===== src/rtl/mem_port_arbiter.sv =====
// Two-requester arbiter for the shared instruction/data memory port: loader has priority,
// a starvation guard forces a core grant. Define ARB_STATS_EN to add the stall counter.
module mem_port_arbiter #(
  parameter int WIDTH    = 32,
  parameter int MAX_WAIT = 4
`ifdef ARB_STATS_EN
  ,
  parameter int CNT_W    = 16
`endif
) (
  input  logic             clk,
  input  logic             rst,
  input  logic             c_req,
  input  logic             c_we,
  input  logic [WIDTH-1:0] c_addr,
  input  logic [WIDTH-1:0] c_wd,
  output logic             c_gnt,
  output logic [WIDTH-1:0] c_rd,
  output logic             core_stall,
  input  logic             l_req,
  input  logic             l_we,
  input  logic             l_lock,
  input  logic [WIDTH-1:0] l_addr,
  input  logic [WIDTH-1:0] l_wd,
  output logic             l_gnt,
  output logic [WIDTH-1:0] l_rd,
  output logic [WIDTH-1:0] mem_addr,
  output logic [WIDTH-1:0] mem_wd,
  output logic             mem_we,
`ifdef ARB_STATS_EN
  input  logic             stat_clr,
  output logic [CNT_W-1:0] stall_cnt,
`endif
  input  logic [WIDTH-1:0] mem_rd
);

  localparam logic [1:0] IDLE = 2'd0;
  localparam logic [1:0] CORE = 2'd1;
  localparam logic [1:0] LOAD = 2'd2;

  localparam int WW = (MAX_WAIT < 1) ? 1 : $clog2(MAX_WAIT + 1);
  localparam logic [WW-1:0] WAIT_MAX = WW'(MAX_WAIT);

  logic [1:0]    owner_reg, owner_next;
  logic [WW-1:0] wait_reg, wait_next;
  logic          guard;
  logic          sel_req, sel_we;

  assign c_gnt      = (owner_reg == CORE);
  assign l_gnt      = (owner_reg == LOAD);
  assign core_stall = c_req & ~c_gnt;

  // wait_next already counts this cycle's stall, so the core never waits more than
  // MAX_WAIT consecutive cycles; with MAX_WAIT=0 it stays 0 and the guard always fires.
  always_comb begin
    wait_next = wait_reg;
    if (c_gnt)
      wait_next = '0;
    else if (c_req && (wait_reg != WAIT_MAX))
      wait_next = wait_reg + 1'b1;
  end

  assign guard = c_req && (wait_next == WAIT_MAX);

  always_comb begin
    owner_next = IDLE;
    if (guard)
      owner_next = CORE;
    else if ((owner_reg == LOAD) && l_req && l_lock)
      owner_next = LOAD;
    else if (l_req)
      owner_next = LOAD;
    else if (c_req)
      owner_next = CORE;
  end

  always_ff @(posedge clk) begin
    if (rst) begin
      owner_reg <= IDLE;
      wait_reg  <= '0;
    end else begin
      owner_reg <= owner_next;
      wait_reg  <= wait_next;
    end
  end

  always_comb begin
    mem_addr = '0;
    mem_wd   = '0;
    sel_req  = 1'b0;
    sel_we   = 1'b0;
    case (owner_reg)
      CORE: begin
        mem_addr = c_addr;
        mem_wd   = c_wd;
        sel_req  = c_req;
        sel_we   = c_we;
      end
      LOAD: begin
        mem_addr = l_addr;
        mem_wd   = l_wd;
        sel_req  = l_req;
        sel_we   = l_we;
      end
      default: ;
    endcase
  end

  // A requester that drops req in its grant cycle gets no write; reset kills any write.
  assign mem_we = sel_we & sel_req & ~rst;

  assign c_rd = mem_rd;
  assign l_rd = mem_rd;

`ifdef ARB_STATS_EN
  logic [CNT_W-1:0] stall_cnt_reg;

  always_ff @(posedge clk) begin
    if (rst || stat_clr)
      stall_cnt_reg <= '0;
    else if (core_stall && !(&stall_cnt_reg))
      stall_cnt_reg <= stall_cnt_reg + 1'b1;
  end

  assign stall_cnt = stall_cnt_reg;
`endif

endmodule


===== config.mk =====
export PLATFORM = sky130hd
export DESIGN_NAME = mem_port_arbiter
export DESIGN_NICKNAME = d
export VERILOG_FILES = /design/src/rtl/mem_port_arbiter.sv
export SDC_FILE = /design/constraint.sdc
export NUM_CORES = 1
export LEC_CHECK = 0
export CAP_MARGIN = 20
export CORE_AREA = 4 4 114 116
export DETAILED_ROUTE_END_ITERATION = 8
export DIE_AREA = 0 0 118 120
export DONT_BUFFER_PORTS = 1
export PLACE_DENSITY = 0.33
export SLEW_MARGIN = 30
export SYNTH_ARGS = -nofsm -noshare
export SYNTH_HDL_FRONTEND = slang
export SYNTH_SLANG_ARGS = --single-unit

===== constraint.sdc =====
create_clock -name clk -period 2.4 [get_ports clk]
set_clock_uncertainty 0.2 [all_clocks]
set_input_delay 0.48 -clock clk [delete_from_list [all_inputs] [get_ports clk]]
set_output_delay 0.48 -clock clk [all_outputs]
set_load 0.01 [all_outputs]

# Yosys cells after proc, flatten, opt, wreduce, memory -nomap -nowiden
# Cells that the tools add are included.
# op_classes
n_addsub,1
n_eq_ne,4
n_mux,10
bitwise_logic,5
n_reduce_logical,5
# ops
op,count
32-bit case mux with 2 select lines,2
3-bit two-way mux,2
1-bit logical AND,4
2-bit two-way mux,2
1-bit case mux with 2 select lines,2
"3-bit by 1-bit adder with 3-bit output, second input constant",1
1-bit bitwise AND,3
"3-bit equality test, second input constant",1
"3-bit != test, second input constant",1
"2-bit by 1-bit equality test with 1-bit output, second input constant",1
"2-bit equality test, second input constant",1
1-bit two-way mux,2
1-bit inverter,2
2-bit OR reduction,1
# totals
register_bits,5
input_bits,167

# Logic depth before layout (Yosys ltp)
# Gate-level depths: netlist (run 1).
# depth
word_depth,7
mapped_depth,7
mapped_depth_nobuf,5

# Worst setup path before layout (run 1)
# No wires, ideal clock.
# synth_path
path_kind,register -> output
from,register owner_reg[1]
to,output port mem_we
t_arrival_ns,1.380
setup_slack_ns,0.340
stages_incl_launch_ff,7
path_buffers,2
path_cell_list,dfxtp_1 -> inv_1 -> ha_1 -> buf_2 -> buf_2 -> a22oi_1 -> nor4_1
# synth_between
elab_chain_cells,4
word_cells_on_any_way,6
classes_between,eq/ne: 2; mux: 2; bitwise: 2
# synth_lines
item,line_no,source
from (decl),44,"logic [1:0] owner_reg, owner_next;"
from (signal assigned),82,owner_reg <= owner_next;
2-bit by 1-bit equality test with 1-bit output (*),-,
via c_gnt,17,"output logic c_gnt,"
1-bit case mux with 2 select lines,92,case (owner_reg)
1-bit bitwise AND (*) (2 in series),110,assign mem_we = sel_we & sel_req & ~rst;
to (decl),29,"output logic mem_we,"
# Mark *: on every way through the listed nets, which the timed path passes. The rest lies on a longest branch.

# Final worst setup path (run 1)
# layout_path
from,register owner_reg[0]
to,output port mem_addr[17]
# layout_between
elab_chain_cells,2
word_cells_on_any_way,3
classes_between,eq/ne: 2; mux: 1
# layout_lines
item,line_no,source
2-bit equality test / 2-bit by 1-bit equality test with 1-bit output (equally long branches),92,
32-bit case mux with 2 select lines (*),92,
to (decl),27,"output logic [WIDTH-1:0] mem_addr,"
# Mark *: on every way between the ends. The rest lies on a longest branch, timed or not.

==> impl_metrics.ini, run 1 <==
[global_route]
grt_use_total_pct = 6.18
grt_max_degree = 39
grt_pass1_wl_um = 7490
grt_pass1_vias = 1331
gr-total-overflow = 0
antenna_found_initial = 0

[setup_path]
timing.rr.end = owner_reg[1]
rr_worst_depth = 5
end_kind = primary output
cp.depth = 5
cp-start-kind = flip-flop
reg2reg_from = wait_reg[0]
r2r_setup_slack_ps = 610
endpoint = mem_addr[17]
setup.worst_path.class = flip-flop to primary output
path_cells = inv_1 -> ha_2 -> buf_4 -> a22oi_1 -> nor2_1
critPathSlowestCell = dfxtp_1
critPathMaxStageDelay_ps = 310
path_buf_inv = 2
crit_family = buffers and inverters
path_max_fanout = 29
cp.required_ps = 1720
worstSetupStartpoint = owner_reg[0]
cp.arrival_ps = 1520

[clock_network]
cts_buffer_depth = 2
post_cts_buffers = 0
cts-root-buf = clkbuf_16
ctsResizeCount = 0
ctsHtreeMaxLevel = 1
numCtsBuffers = 3
cts.clk_slew.worst_paths_ps = 30
hold_buffers = 0
insertion_delay_ps = 230
clock-sinks = 5
cts_tree = built

[sta]
slew_headroom_pct = 73.2
finalSetupViolCount = 0
period_needed_ps = 2200
setup_tns_ps = 0
drv_slew = 0
tightest_slew_ps = 398
fin_crit_sh_pct = 91.6
fin_ws_ps = 202
hold_viol_final = 0
rsz0062_at_grt = false
max_freq_mhz = 455

[yosys]
syn_nets = 422
syn_avg_cell_area_um2 = 6.47
yosysUniqueCellTypes = 24
synth-main-ff-cell = dfxtp_1
yosysWarnings = 0
synth_area_um2 = 1620
synth_edf_count = 0
synthArstFlopShare_pct = 0
seq_area_frac_synth_pct = 6.17
synth_seq_cells = 5
synthesis.instances = 251

[layout]
multi_input_area_um2 = 932
largest_register_ffs = 3
fin_cells = 323
fill_cells = 1377
seq_area_um2 = 100
final_layout_size_suffix_gt1_share_pct = 7.39
fin_area_um2 = 1410
layout.nets = 348
area_growth_pct = -13.3
antennaDiodeCount = 0

[drt]
viasPerCell = 4.68
wl_um = 5300
wire_per_inst_um = 16.4
postRouteAntennaNets = 0
drt_iter0_drc = 98
vias = 1513
drt-pass1-iter-count = 4
drc = 0

[job]
max-cap-violations = 0

[die]
pin_count = 299
dieArea_um2 = 14200
std_cell_rows = 40
start_util_pct = 13.6
dieWidth_um = 118
core_area_um2 = 11900
die_h_um = 120

[outcome]
status = finished clean

[pwr]
ir_drop_uv = 605
power.leakage_uw = 0.000398
power_density_nw_per_um2 = 400
power.total_uw = 564

[hold_path]
min_from = rst
holdCritPathClass = input port to flip-flop

[placed_design]
post-place-cells = 319
dpl_cell_area_um2 = 1330
port_buffers = 0
pre_cts_ws_ps = 429
dp_hpwl_um = 4440
gp_congestion = 0.599
[synth_stat cells (2+ instances only)]
library cell  count  share of area, %
nand2_1           2              0.46
inv_1             6               1.4
nor3_1            2              0.62
a21oi_1           2              0.62
mux2i_1           2               1.2
a22oi_1          66                31
ha_1              4               3.1
clkbuf_1          9               2.1
buf_4            64                30
dfxtp_1           5               6.2
buf_1             5               1.2
nor2_1           65                15
buf_2             8               2.5
[cell type report]
| type | instances | area share (%) |
|---|---|---|
| Clock buffer | 4 | 5.60 |
| Tap cell | 147 | 13.1 |
| Timing Repair Buffer | 7 | 6.40 |
| Sequential cell | 5 | 7.11 |
| Inverter | 6 | 1.60 |
| Multi-Input combinational cell | 154 | 66.2 |
[cell usage in the layout (no fill, tap or decap), drive strengths merged]
cell type,synthesis,routed
a41o,1,1
nor3,2,2
a21boi,1,1
a311oi,1,1
a2111oi,1,1
mux2i,2,2
a21oi,2,2
a31oi,1,1
inv,6,6
nand2b,1,1
xnor2,1,1
buf,77,7
nand2,2,2
dfxtp,5,5
nor2b,1,1
nor4,1,1
a22oi,66,66
nor2,65,65
clkbuf,9,4
or3b,1,1
ha,4,4
and3,1,1
[kinds of logic after synthesis]
kind of cell	after synthesis	share of synthesized area, %
buf+inv	92	36.7
simple gates	74	18.2
compound gates	73	34.1
xor+xnor	1	0.540
flops	5	6.17
fa+ha+maj	4	3.08
mux	2	1.23
[per-stage QoR]
stage / utilization, % / hold slack [ps]
6_report: 11.8 / 128
5_1_grt: 11.8 / 126
4_1_cts: 11.8 / 126
3_5_place_dp: 11.2 / 343
3_3_place_gp: 11.2 / 344
2_1_floorplan: - / 320
[power breakdown]
group	leakage [µW]	switching, µW	internal [µW]
Sequential	0.0000411	5.42	88.7
Combinational	0.000319	125	69.7
Clock	0.0000382	54.6	220
Total	0.000398	185	379
[worst min path at each step]
stage                  endpoint  slack, ps  depth (start not counted)
finish              wait_reg[0]        130                          1
global route        wait_reg[0]        130                          1
detailed placement  wait_reg[1]        340                          2
floorplan           wait_reg[1]        320                          2
CTS                 wait_reg[0]        130                          1
global placement    wait_reg[1]        340                          2
[layer usage]
metal  vias to the layer above  global-route usage, %  routed length [µm]
met3                        25                   2.36                 654
met4                         0                   2.20                 159
met2                       148                   9.59                2510
met1                       671                   7.79                1980
li1                        669                      -                   -
met5                         -                      0                   0
Power figures use the tool's default switching activity.
==> inputs of run 2 (changes only) <==
--- a/config.mk
+++ b/config.mk
@@ -6,11 +6,13 @@
 export NUM_CORES = 1
 export LEC_CHECK = 0
 export CAP_MARGIN = 20
-export CORE_AREA = 4 4 114 116
+export CELL_PAD_IN_SITES_DETAIL_PLACEMENT = 1
+export CELL_PAD_IN_SITES_GLOBAL_PLACEMENT = 1
+export CORE_AREA = 4 4 115 117
 export DETAILED_ROUTE_END_ITERATION = 8
-export DIE_AREA = 0 0 118 120
+export DIE_AREA = 0 0 119 121
 export DONT_BUFFER_PORTS = 1
-export PLACE_DENSITY = 0.33
+export PLACE_DENSITY = 0.45
 export SLEW_MARGIN = 30
 export SYNTH_ARGS = -nofsm -noshare
 export SYNTH_HDL_FRONTEND = slang
==> constraint.sdc (replaced) <==
create_clock -name clk -period 2.05 [get_ports clk]
set_clock_uncertainty 0.2 [all_clocks]
set_input_delay 0.41 -clock clk [delete_from_list [all_inputs] [get_ports clk]]
set_output_delay 0.41 -clock clk [all_outputs]
set_load 0.01 [all_outputs]
==> impl_metrics.ini, run 2 (synthesis gave the netlist of run 1 again) <==
[outcome]
status = finished clean

[sta]
setup_tns_ps = 0
drv_slew = 0
tightest_slew_ps = 382
slew_headroom_pct = 74.5
fin_crit_sh_pct = 97.7
hold_viol_final = 0
period_needed_ps = 2000
finalSetupViolCount = 0
max_freq_mhz = 499

[global_route]
grt_pass1_vias = 1467
grt_use_total_pct = 6.97
gr-total-overflow = 0
grt_max_degree = 36
grt_pass1_wl_um = 8200
antenna_found_initial = 0

[clock_network]
cts_buffer_depth = 2
insertion_delay_ps = 230
cts-root-buf = clkbuf_16
cts_tree = built
numCtsBuffers = 3
cts.clk_slew.worst_paths_ps = 30
ctsHtreeMaxLevel = 1
clock-sinks = 5

[die]
die_h_um = 121
core_area_um2 = 12400
dieWidth_um = 119
pin_count = 299
start_util_pct = 13.1
dieArea_um2 = 14400
std_cell_rows = 41

[setup_path]
cp.required_ps = 1440
cp-start-kind = flip-flop
end_kind = primary output
path_cells = inv_2 -> ha_4 -> buf_12 -> a22oi_1 -> nor2_2
path_buf_inv = 2
r2r_setup_slack_ps = 290
cp.arrival_ps = 1390
crit_family = flip-flops
setup.worst_path.class = flip-flop to primary output
path_max_fanout = 35
critPathMaxStageDelay_ps = 350
reg2reg_from = wait_reg[0]
critPathSlowestCell = dfxtp_4
timing.rr.end = owner_reg[1]
rr_worst_depth = 5

[hold_path]
holdCritPathClass = input port to flip-flop
min_from = rst
min_to = owner_reg[1]
hold_path_depth = 1

[drt]
drt_iter0_drc = 81
wire_per_inst_um = 18.4
vias = 1563
drt-pass1-iter-count = 5
wl_um = 6510
postRouteAntennaNets = 0
viasPerCell = 4.42
drc = 0

[layout]
area_growth_pct = 3.93
layout.nets = 354
largest_register_ffs = 3
fill_cells = 1474
layout_common_cells = a22oi_1 (63), nor2_2 (38), nor2_1 (27)
final_layout_size_suffix_gt1_share_pct = 35.2
multi_input_area_um2 = 1060
antennaDiodeCount = 0
layout.core_utilization_pct = 13.6
final_common_cell = a22oi_1
seq_area_um2 = 105

[pwr]
ir_drop_uv = 521
power_density_nw_per_um2 = 430
power.total_uw = 725
power.leakage_uw = 0.000451

[placed_design]
dp_hpwl_um = 4850
gp_congestion = 0.637
port_buffers = 0

[job]
max-cap-violations = 0
-- run 2: changes by cell type in the layout (fill, tap and decap cells not counted), sizes merged --
cell / previous run / this run
clkbuf: 4 / 6
buf: 7 / 11
-- run 2: timing repair --
action | CTS | global route
resized for setup | 8 | 45
buffers inserted | 0 | 2
gates cloned | 0 | 2
pin swaps | 0 | 4
hold buffers | 0 | 0
endpoints found under the setup margin | 46 | 52
-- run 2: layout make-up --
type / count / share of cell area, %
well taps: 172 / 12.8
clock buffers: 4 / 4.67
repair buffers: 13 / 12.0
flip-flops and latches: 5 / 6.23
inverters: 6 / 1.34
multi-input cells: 154 / 63.0
-- run 2: layer usage --
metal	track usage, %	vias to the layer above	part of all wire, %
met5	0	-	0
met4	4.56	0	4.3
met3	1.68	37	8.2
met2	11.4	105	50
met1	8.13	739	38
li1	-	682	-
-- run 2: worst max-delay path by stage --
| stage | startpoint | endpoint | depth (start not counted) | slack, ps |
|---|---|---|---|---|
| global route | owner_reg[0] | mem_wd[15] | 5 | -20 |
| finish | owner_reg[0] | mem_wd[19] | 5 | 50 |
| floorplan | owner_reg[1] | mem_we | 6 | 60 |
| detailed placement | owner_reg[0] | mem_wd[19] | 5 | 110 |
| CTS | owner_reg[0] | mem_wd[19] | 5 | 20 |
| global placement | owner_reg[0] | mem_wd[19] | 5 | 150 |
-- run 2: power breakdown --
part	switching [µW]	total, µW	leakage [µW]	internal, µW
combinational	182	296	0.000371	114
sequential	7.31	111	0.0000420	104
clock	59.9	317	0.0000382	257
-- run 2: metrics by stage --
| stage | area [µm²] | hold slack (ps) | worst slack [ps] | cells |
|---|---|---|---|---|
| global route | 1690 | 50.4 | -16.3 | 354 |
| global placement | 1390 | 289 | 146 | 346 |
| floorplan | 1620 | 287 | 60.3 | 251 |
| finish | 1690 | 53.7 | 47.0 | 354 |
| CTS | 1500 | 52.9 | 17.9 | 350 |
| detailed placement | 1390 | 290 | 106 | 346 |
